**src/rtl/pc_ras.sv**
```systemverilog
// Program counter with relative branches, call/return and a circular return-address stack.
// Optional define PC_ALIGN_CHECK_EN adds the misalign output and suppresses misaligned redirects.
module pc_ras #(
    parameter int unsigned           DATA_WIDTH = 32,
    parameter logic [DATA_WIDTH-1:0] INIT       = '0,
    parameter int unsigned           INCR       = 4,
    parameter int unsigned           RAS_DEPTH  = 8
) (
    input  logic                             clock,
    input  logic                             clear,
    input  logic                             enable,
    input  logic                             jump_signal,
    input  logic                             branch_signal,
    input  logic [DATA_WIDTH-1:0]            branch_address,
    input  logic [DATA_WIDTH-1:0]            branch_offset,
    input  logic                             call_signal,
    input  logic                             ret_signal,
`ifdef PC_ALIGN_CHECK_EN
    output logic                             misalign,
`endif
    output logic [DATA_WIDTH-1:0]            PCOut,
    output logic [DATA_WIDTH-1:0]            ras_top,
    output logic [$clog2(RAS_DEPTH+1)-1:0]   ras_count,
    output logic                             ras_full,
    output logic                             ras_empty,
    output logic                             ras_overflow,
    output logic                             ras_underflow
);

    localparam int unsigned PW = $clog2(RAS_DEPTH);
    localparam int unsigned CW = $clog2(RAS_DEPTH + 1);
    localparam logic [DATA_WIDTH-1:0] INCR_W = DATA_WIDTH'(INCR);
    // INCR=1 gives an all-zero mask, which disables the alignment check.
    localparam logic [DATA_WIDTH-1:0] ALIGN_MASK = DATA_WIDTH'(INCR - 1);

    logic [DATA_WIDTH-1:0] pc_q, pc_d;
    logic [PW-1:0]         sp_q, sp_d;
    logic [CW-1:0]         count_q, count_d;
    logic                  ovf_q, ovf_d;
    logic                  unf_q, unf_d;
    logic [DATA_WIDTH-1:0] stack_q [RAS_DEPTH];

    logic [DATA_WIDTH-1:0] pc_inc;
    logic [DATA_WIDTH-1:0] target;
    logic                  take_ret, fall_through, take_call, take_jump, take_branch;
    logic                  redirect;
    logic                  bad_align;
    logic                  push_en;

    assign pc_inc    = pc_q + INCR_W;
    assign ras_empty = (count_q == '0);
    assign ras_full  = (count_q == CW'(RAS_DEPTH));
    // sp_q points at the next free slot, so the newest entry sits just below it.
    assign ras_top   = ras_empty ? '0 : stack_q[sp_q - PW'(1)];

    assign PCOut         = pc_q;
    assign ras_count     = count_q;
    assign ras_overflow  = ovf_q;
    assign ras_underflow = unf_q;

    always_comb begin
        take_ret     = ret_signal && !ras_empty;
        fall_through = ret_signal && ras_empty;
        take_call    = !ret_signal && call_signal;
        take_jump    = !ret_signal && !call_signal && jump_signal;
        take_branch  = !ret_signal && !call_signal && !jump_signal && branch_signal;
        redirect     = take_ret || take_call || take_jump || take_branch;

        if (take_ret) begin
            target = ras_top;
        end else if (take_call || take_jump) begin
            target = branch_address;
        end else begin
            target = pc_q + branch_offset;
        end

`ifdef PC_ALIGN_CHECK_EN
        bad_align = redirect && ((target & ALIGN_MASK) != '0);
`else
        bad_align = 1'b0;
`endif
    end

    always_comb begin
        pc_d    = pc_q;
        sp_d    = sp_q;
        count_d = count_q;
        ovf_d   = ovf_q;
        unf_d   = unf_q;
        push_en = 1'b0;
        if (enable) begin
            if (fall_through) begin
                pc_d  = pc_inc;
                unf_d = 1'b1;
            end else if (!redirect) begin
                pc_d = pc_inc;
            end else if (!bad_align) begin
                pc_d = target;
                if (take_ret) begin
                    sp_d    = sp_q - PW'(1);
                    count_d = count_q - CW'(1);
                end else if (take_call) begin
                    push_en = 1'b1;
                    sp_d    = sp_q + PW'(1);
                    if (ras_full) begin
                        ovf_d = 1'b1;
                    end else begin
                        count_d = count_q + CW'(1);
                    end
                end
            end
        end
    end

    always_ff @(posedge clock) begin
        if (clear) begin
            pc_q    <= INIT;
            sp_q    <= '0;
            count_q <= '0;
            ovf_q   <= 1'b0;
            unf_q   <= 1'b0;
        end else begin
            pc_q    <= pc_d;
            sp_q    <= sp_d;
            count_q <= count_d;
            ovf_q   <= ovf_d;
            unf_q   <= unf_d;
        end
    end

    // Entries are never reset; they are hidden by ras_count while the stack is empty.
    always_ff @(posedge clock) begin
        if (push_en && !clear) begin
            stack_q[sp_q] <= pc_inc;
        end
    end

`ifdef PC_ALIGN_CHECK_EN
    logic misalign_q;

    always_ff @(posedge clock) begin
        if (clear) begin
            misalign_q <= 1'b0;
        end else begin
            misalign_q <= enable && bad_align;
        end
    end

    assign misalign = misalign_q;
`endif

endmodule
```
**config.mk**
```make
export PLATFORM = sky130hd
export DESIGN_NAME = pc_ras
export DESIGN_NICKNAME = d
export VERILOG_FILES = /design/src/rtl/pc_ras.sv
export SDC_FILE = /design/constraint.sdc
export NUM_CORES = 1
export LEC_CHECK = 0
export BUFFER_PORTS_ARGS = -buffer_cell sky130_fd_sc_hd__buf_2
export CORE_AREA = 2 2 193 195
export DETAILED_ROUTE_END_ITERATION = 8
export DIE_AREA = 0 0 195 197
export PLACE_DENSITY = 0.59
export SLEW_MARGIN = 0
export SYNTH_ARGS = -nofsm -noshare
export SYNTH_HDL_FRONTEND = slang
export SYNTH_SLANG_ARGS = --single-unit
```
**constraint.sdc**
```tcl
create_clock -name clock -period 7.4 [get_ports clock]
set_input_delay 1.48 -clock clock [delete_from_list [all_inputs] [get_ports clock]]
set_output_delay 1.48 -clock clock [all_outputs]
set_load 0.005 [all_outputs]
```
==> flow_metrics.env, run 1 <==
export IMPL_cts_max_level=1
export IMPL_root_buffer="clkbuf_16"
export IMPL_slowest_stage="ha_2"
export IMPL_worstSetupStartpointType="flop"
export IMPL_gp_congestion=0.9021
export IMPL_crit_path_max_incr_delay_ns=0.90
export IMPL_grt_pass1_wl_mm=65.80
export IMPL_leakage_nw=6.031
export IMPL_final_cell_mix="edfxtp_1 (256), buf_2 (142), nand2_1 (135)"
export IMPL_async_flop_share_pct=0
export IMPL_min_period_over_period_pct=70.97
export IMPL_final_cells=1727
export IMPL_worst_slew_pin_slew_ns=1.251
export IMPL_timing_critical_path_buf_inv=3
export IMPL_cts_tree="built"
export IMPL_cts_sinks=297
export IMPL_clk_pin_slew_worst_paths_ns=0.06
export IMPL_coreArea_sq_mm=0.03626
export IMPL_postSynthCellCount=1102
export IMPL_ios=143
export IMPL_path_cells="inv_1 > ha_2 > buf_12 > mux4_2 > mux2i_1 > nor2_1 > buf_2"
export IMPL_hold_viol=0
export IMPL_fin_crit_ns=5.252
export IMPL_synth_flop_cell="edfxtp_1"
export IMPL_first_iter_violations=1078
export IMPL_die_h_microns=197
export IMPL_critPathMaxFanout=37
export IMPL_place_inst=1670
export IMPL_grt_pass1_vias=10081
export IMPL_yosysSeqAreaShare_pct=59.09
export IMPL_n_antenna_cell=0
export IMPL_outcome="finished, final reports clean"
export IMPL_synthDistinctLibCells=71
export IMPL_wl_per_cell_microns=25.87
export IMPL_post_cts_buffers=0
export IMPL_power_density_mw_per_mm2=292.5
export IMPL_die_area_sq_mm=0.03842
export IMPL_drv_cap=0
export IMPL_grt_antenna_before_repair=0
export IMPL_rsz0062_at_grt="no"
export IMPL_ctsResizeCount=0
export IMPL_rows=70
export IMPL_setup_viol=0
export IMPL_min_path_type="reg -> reg"
export IMPL_track_usage_pct=23.17
export IMPL_drv_slew=0
export IMPL_portBuffers=142
export IMPL_yosys_warnings=0
export IMPL_pre_cts_ws_ns=2.411
export IMPL_layout_commonest_cell="edfxtp_1"
export IMPL_place_hpwl_mm=30.16
export IMPL_antenna_left=0
export IMPL_finClkSkew_ns=0.01496
export IMPL_cp_end_kind="output port"
export IMPL_fmax_mhz=190.4
export IMPL_grt_remaining_overflow=0
export IMPL_synth_edf_count=256
export IMPL_insertion_delay_ns=0.55
export IMPL_cp_data_arrival_time_ns=3.77
export IMPL_hold_buffers=0
export IMPL_netlist_area_sq_mm=0.01440
export IMPL_drt_total_wl_mm=44.68
export IMPL_drc=0
export IMPL_synth_net_count=1211
export IMPL_fin_util_pct=46.22
export IMPL_vdd_ir_drop_max_v=0.0001821
export IMPL_fin_ws_ns=2.148
export IMPL_synthToLayoutAreaGrowth_pct=16.41
export IMPL_viasPerCell=5.953
export IMPL_drive_above_1_share_pct=24.31
export IMPL_ys_ff_latch=297
export IMPL_dr_pass1_iters=7
export IMPL_required_ns=5.92
export IMPL_cts_buffers=31
export IMPL_grt_max_degree=44
export IMPL_setup_tns_ns=0
export IMPL_critPathTopFamily="adder cells"
export IMPL_fin_nets=1344
export IMPL_relSlewSlack_pct=16.03
export IMPL_synth_area_per_cell_sq_um=13.06
export IMPL_vias=10280
export IMPL_die_x_microns=195
export IMPL_clk_path_buf_depth=3
export IMPL_crit_type="reg -> out"
export IMPL_initial_core_util_pct=39.71
cells by family (layout without fill, tap and decap cells):
| kind of cell | count (synthesis) | count (layout) | share of synthesized area (%) |
|---|---|---|---|
| muxes | 69 | 69 | 10.36 |
| DFF | 297 | 297 | 59.09 |
| xor gates and xnor gates | 61 | 61 | 3.711 |
| buffers and inverters | 85 | 242 | 2.364 |
| and+or+nand+nor | 290 | 290 | 9.273 |
| AOI/OAI and AO/OA | 262 | 262 | 11.79 |
| adders and majority gates | 38 | 38 | 3.407 |
per-stage QoR:
stage,power [mW],hold slack [ns],instance area [sq um]
final,4.901,0.4900,16760
after global routing,5.104,0.5300,16760
after CTS,4.919,0.5000,16760
after detailed placement,3.350,0.4674,15720
after global placement,3.339,0.4684,15720
after floorplan,2.827,0.4605,14400
flip-flops by register name (all words and copies together) (netlist names):
name / flops
stack_q: 256
ras_underflow: 1
PCOut: 32
ras_overflow: 1
ras_count: 4
sp_q: 3
synthesized netlist by cell type (all sizes together) (3+ instances only):
library cell	count	area [sq um]
nand4	11	68.82
o32ai	4	35.03
clkbuf	50	187.7
nand3	18	95.09
or2	4	27.53
a311oi	3	26.28
nand2	135	506.7
edfxtp	256	7687
inv	20	75.07
a22oi	4	30.03
dfxtp	41	820.8
xnor2	41	359.1
o221ai	3	26.28
nor3	15	80.08
buf	14	73.82
mux2i	5	50.05
o211ai	14	105.1
nand2b	8	50.05
or3	5	31.28
o21bai	4	30.03
ha	36	450.4
o22ai	7	43.79
nor2	61	231.5
nand3b	4	30.03
a21o	18	135.1
a21oi	88	440.4
a221o	8	80.08
xor2	20	175.2
nor2b	7	43.79
nor4	5	52.55
o21ai	46	230.2
and3	8	50.05
and2	4	25.02
a31oi	11	68.82
mux4	64	1441
a221oi	12	105.1
a211oi	9	67.56
o21a	8	60.06
final timing paths:
| path | start | end | slack [ns] | depth (start not counted) |
|---|---|---|---|---|
| min reg2reg | ras_overflow | ras_overflow | 0.49 | 2 |
| max | sp_q[0] | ras_top[28] | 2.15 | 7 |
| max reg2reg | sp_q[0] | PCOut[15] | 3.05 | 10 |
| min | ras_overflow | ras_overflow | 0.49 | 2 |
worst reg2reg max path, cell delays in order (launching register included):
cell	delay, ns
dfxtp_4	0.73
inv_1	0.21
ha_2	0.90
buf_12	0.36
mux4_2	0.42
nand2_1	0.09
a21oi_1	0.08
a221oi_1	0.96
o21ai_0	0.22
o211ai_1	0.16
a21oi_1	0.09
area by class of cell:
class                           count  area (sq um)
Clock buffer                       39         835.8
Clock inverter                     18         206.4
Fill cell                        3267         19500
Inverter                           21         78.83
Multi-Input combinational cell    720          5653
Sequential cell                   297          8512
Tap cell                          468         585.6
Timing Repair Buffer              164         888.4
per-layer routing:
layer	vias up	GRT usage [%]	wire length, microns
met5	-	0	0
met4	0	4.580	741
met3	63	4.090	3929
met2	496	37.91	21200
met1	5193	32.69	18810
li1	4528	-	-
where the power goes:
| part | switching, mW | total [mW] | internal [mW] |
|---|---|---|---|
| Combinational | 0.807 | 1.30 | 0.493 |
| Clock | 0.641 | 1.58 | 0.939 |
| Sequential | 0.0988 | 2.02 | 1.92 |
| Total | 1.55 | 4.90 | 3.36 |
(Power assumes the default switching activity.)
==> run 2: changes to the inputs <==
==> constraint.sdc (replaced) <==
create_clock -name clock -period 5.3 [get_ports clock]
set_input_delay 1.06 -clock clock [delete_from_list [all_inputs] [get_ports clock]]
set_output_delay 1.06 -clock clock [all_outputs]
set_load 0.005 [all_outputs]
==> flow_metrics.env, run 2 (synthesized netlist as in run 1, its figures left out) <==
export IMPL_outcome="finished, final reports clean"
export IMPL_drive_above_1_share_pct=24.01
export IMPL_setup_tns_ns=0
export IMPL_grt_pass1_vias=10095
export IMPL_met3_usage_pct=3.833
export IMPL_initial_core_util_pct=39.71
export IMPL_top_register="stack_q"
export IMPL_cts_buffers=31
export IMPL_viasPerCell=5.950
export IMPL_root_buffer="clkbuf_16"
export IMPL_drv_slew=0
export IMPL_place_hpwl_mm=30.23
export IMPL_grt_remaining_overflow=0
export IMPL_hold_buffers=0
export IMPL_grt_pass1_wl_mm=66.25
export IMPL_fin_crit_ns=4.382
export IMPL_fin_total_pwr_mw=6.728
export IMPL_dr_pass1_iters=5
export IMPL_first_iter_violations=1028
export IMPL_min_path_type="reg -> reg"
export IMPL_rows=70
export IMPL_antenna_left=0
export IMPL_rsz0062_at_grt="no"
export IMPL_grt_antenna_before_repair=0
export IMPL_use_met2_pct=38.40
export IMPL_n_antenna_cell=0
export IMPL_min_period_over_period_pct=82.67
export IMPL_vias=10317
export IMPL_insertion_delay_ns=0.57
export IMPL_worst_slew_pin_slew_ns=1.054
export IMPL_cts_max_level=1
export IMPL_fin_nets=1350
export IMPL_leakage_nw=6.022
export IMPL_grt_busiest_layer="met2"
export IMPL_critPathMaxFanout=20
export IMPL_gp_congestion=0.9188
export IMPL_setup_viol=0
export IMPL_cts_sinks=297
export IMPL_coreArea_sq_mm=0.03626
export IMPL_drv_cap=0
export IMPL_portBuffers=142
export IMPL_drc=0
export IMPL_relSlewSlack_pct=29.22
export IMPL_post_cts_buffers=0
export IMPL_final_cell_mix="edfxtp_1 (256), buf_2 (142), nand2_1 (135)"
export IMPL_die_h_microns=197
export IMPL_cts_tree="built"
export IMPL_synthToLayoutAreaGrowth_pct=16.21
export IMPL_die_x_microns=195
export IMPL_required_ns=4.24
export IMPL_largest_register_ffs=256
export IMPL_die_area_sq_mm=0.03842
export IMPL_wl_per_cell_microns=25.96
export IMPL_hold_viol=0
export IMPL_grt_max_degree=49
export IMPL_cp_end_kind="output port"
export IMPL_vdd_ir_drop_max_v=0.0002853
export IMPL_worstSetupStartpointType="flop"
export IMPL_crit_type="reg -> out"
export IMPL_ctsResizeCount=0
export IMPL_gr_usage_met1_pct=32.04
export IMPL_layout_commonest_cell="edfxtp_1"
export IMPL_drt_total_wl_mm=45.01
export IMPL_finClkSkew_ns=0.01580
export IMPL_track_usage_pct=23.27
export IMPL_cp_data_arrival_time_ns=3.32
export IMPL_clk_pin_slew_worst_paths_ns=0.06
export IMPL_ios=143
export IMPL_fill_cells=3315
export IMPL_fmax_mhz=228.2
export IMPL_clk_path_buf_depth=3
export IMPL_power_density_mw_per_mm2=402.1
run 2: per-layer routing:
metal / vias to the layer above / part of all wire, % / routed length (microns)
met4: 0 / 2.7 / 1215
met5: - / 0 / 0
li1: 4545 / - / -
met3: 64 / 7.6 / 3433
met1: 5217 / 42 / 18940
met2: 491 / 48 / 21420
run 2: cell type report:
class / instances / area (sq um) / area share [%]
clock buffers: 38 / 802.0 / 4.794
clock inverters: 20 / 153.9 / 0.9198
inverters: 21 / 78.83 / 0.4711
multi-input cells: 720 / 5653 / 33.79
flip-flops and latches: 297 / 8512 / 50.88
well taps: 468 / 585.6 / 3.500
repair buffers: 170 / 945.9 / 5.654
run 2: stage by stage:
| step | area (sq um) | utilization (%) | worst slack, ns | instances | hold slack [ns] |
|---|---|---|---|---|---|
| 6_report | 16730 | 46.14 | 0.9183 | 1734 | 0.4858 |
| 3_5_place_dp | 15780 | 43.51 | 1.416 | 1676 | 0.4782 |
| 4_1_cts | 16730 | 46.14 | 0.8063 | 1734 | 0.4926 |
| 5_1_grt | 16730 | 46.14 | 0.7074 | 1734 | 0.5211 |
| 2_1_floorplan | 14400 | - | 0.5942 | 1102 | 0.4605 |
| 3_3_place_gp | 15780 | 43.51 | 1.425 | 1676 | 0.4751 |
run 2: power breakdown:
group	switching, mW	internal [mW]
Clock	0.903	1.17
Sequential	0.135	2.69
Combinational	1.13	0.701
run 2: critical path, cell delays in order (launching register included):
cell     delay [ns]
dfxtp_4        0.61
inv_1          0.19
ha_2           0.28
xnor2_2        0.67
buf_4          0.34
nand2_1        0.07
a21oi_1        0.38
buf_2          0.20
run 2: path summary, 6_finish.rpt:
kind	from	cells after the start	slack [ns]	endpoint
max	sp_q[0]	7	0.92	ras_top[21]
min	ras_overflow	2	0.49	ras_overflow
max reg2reg	PCOut[8]	9	1.73	PCOut[23]
min reg2reg	ras_overflow	2	0.49	ras_overflow
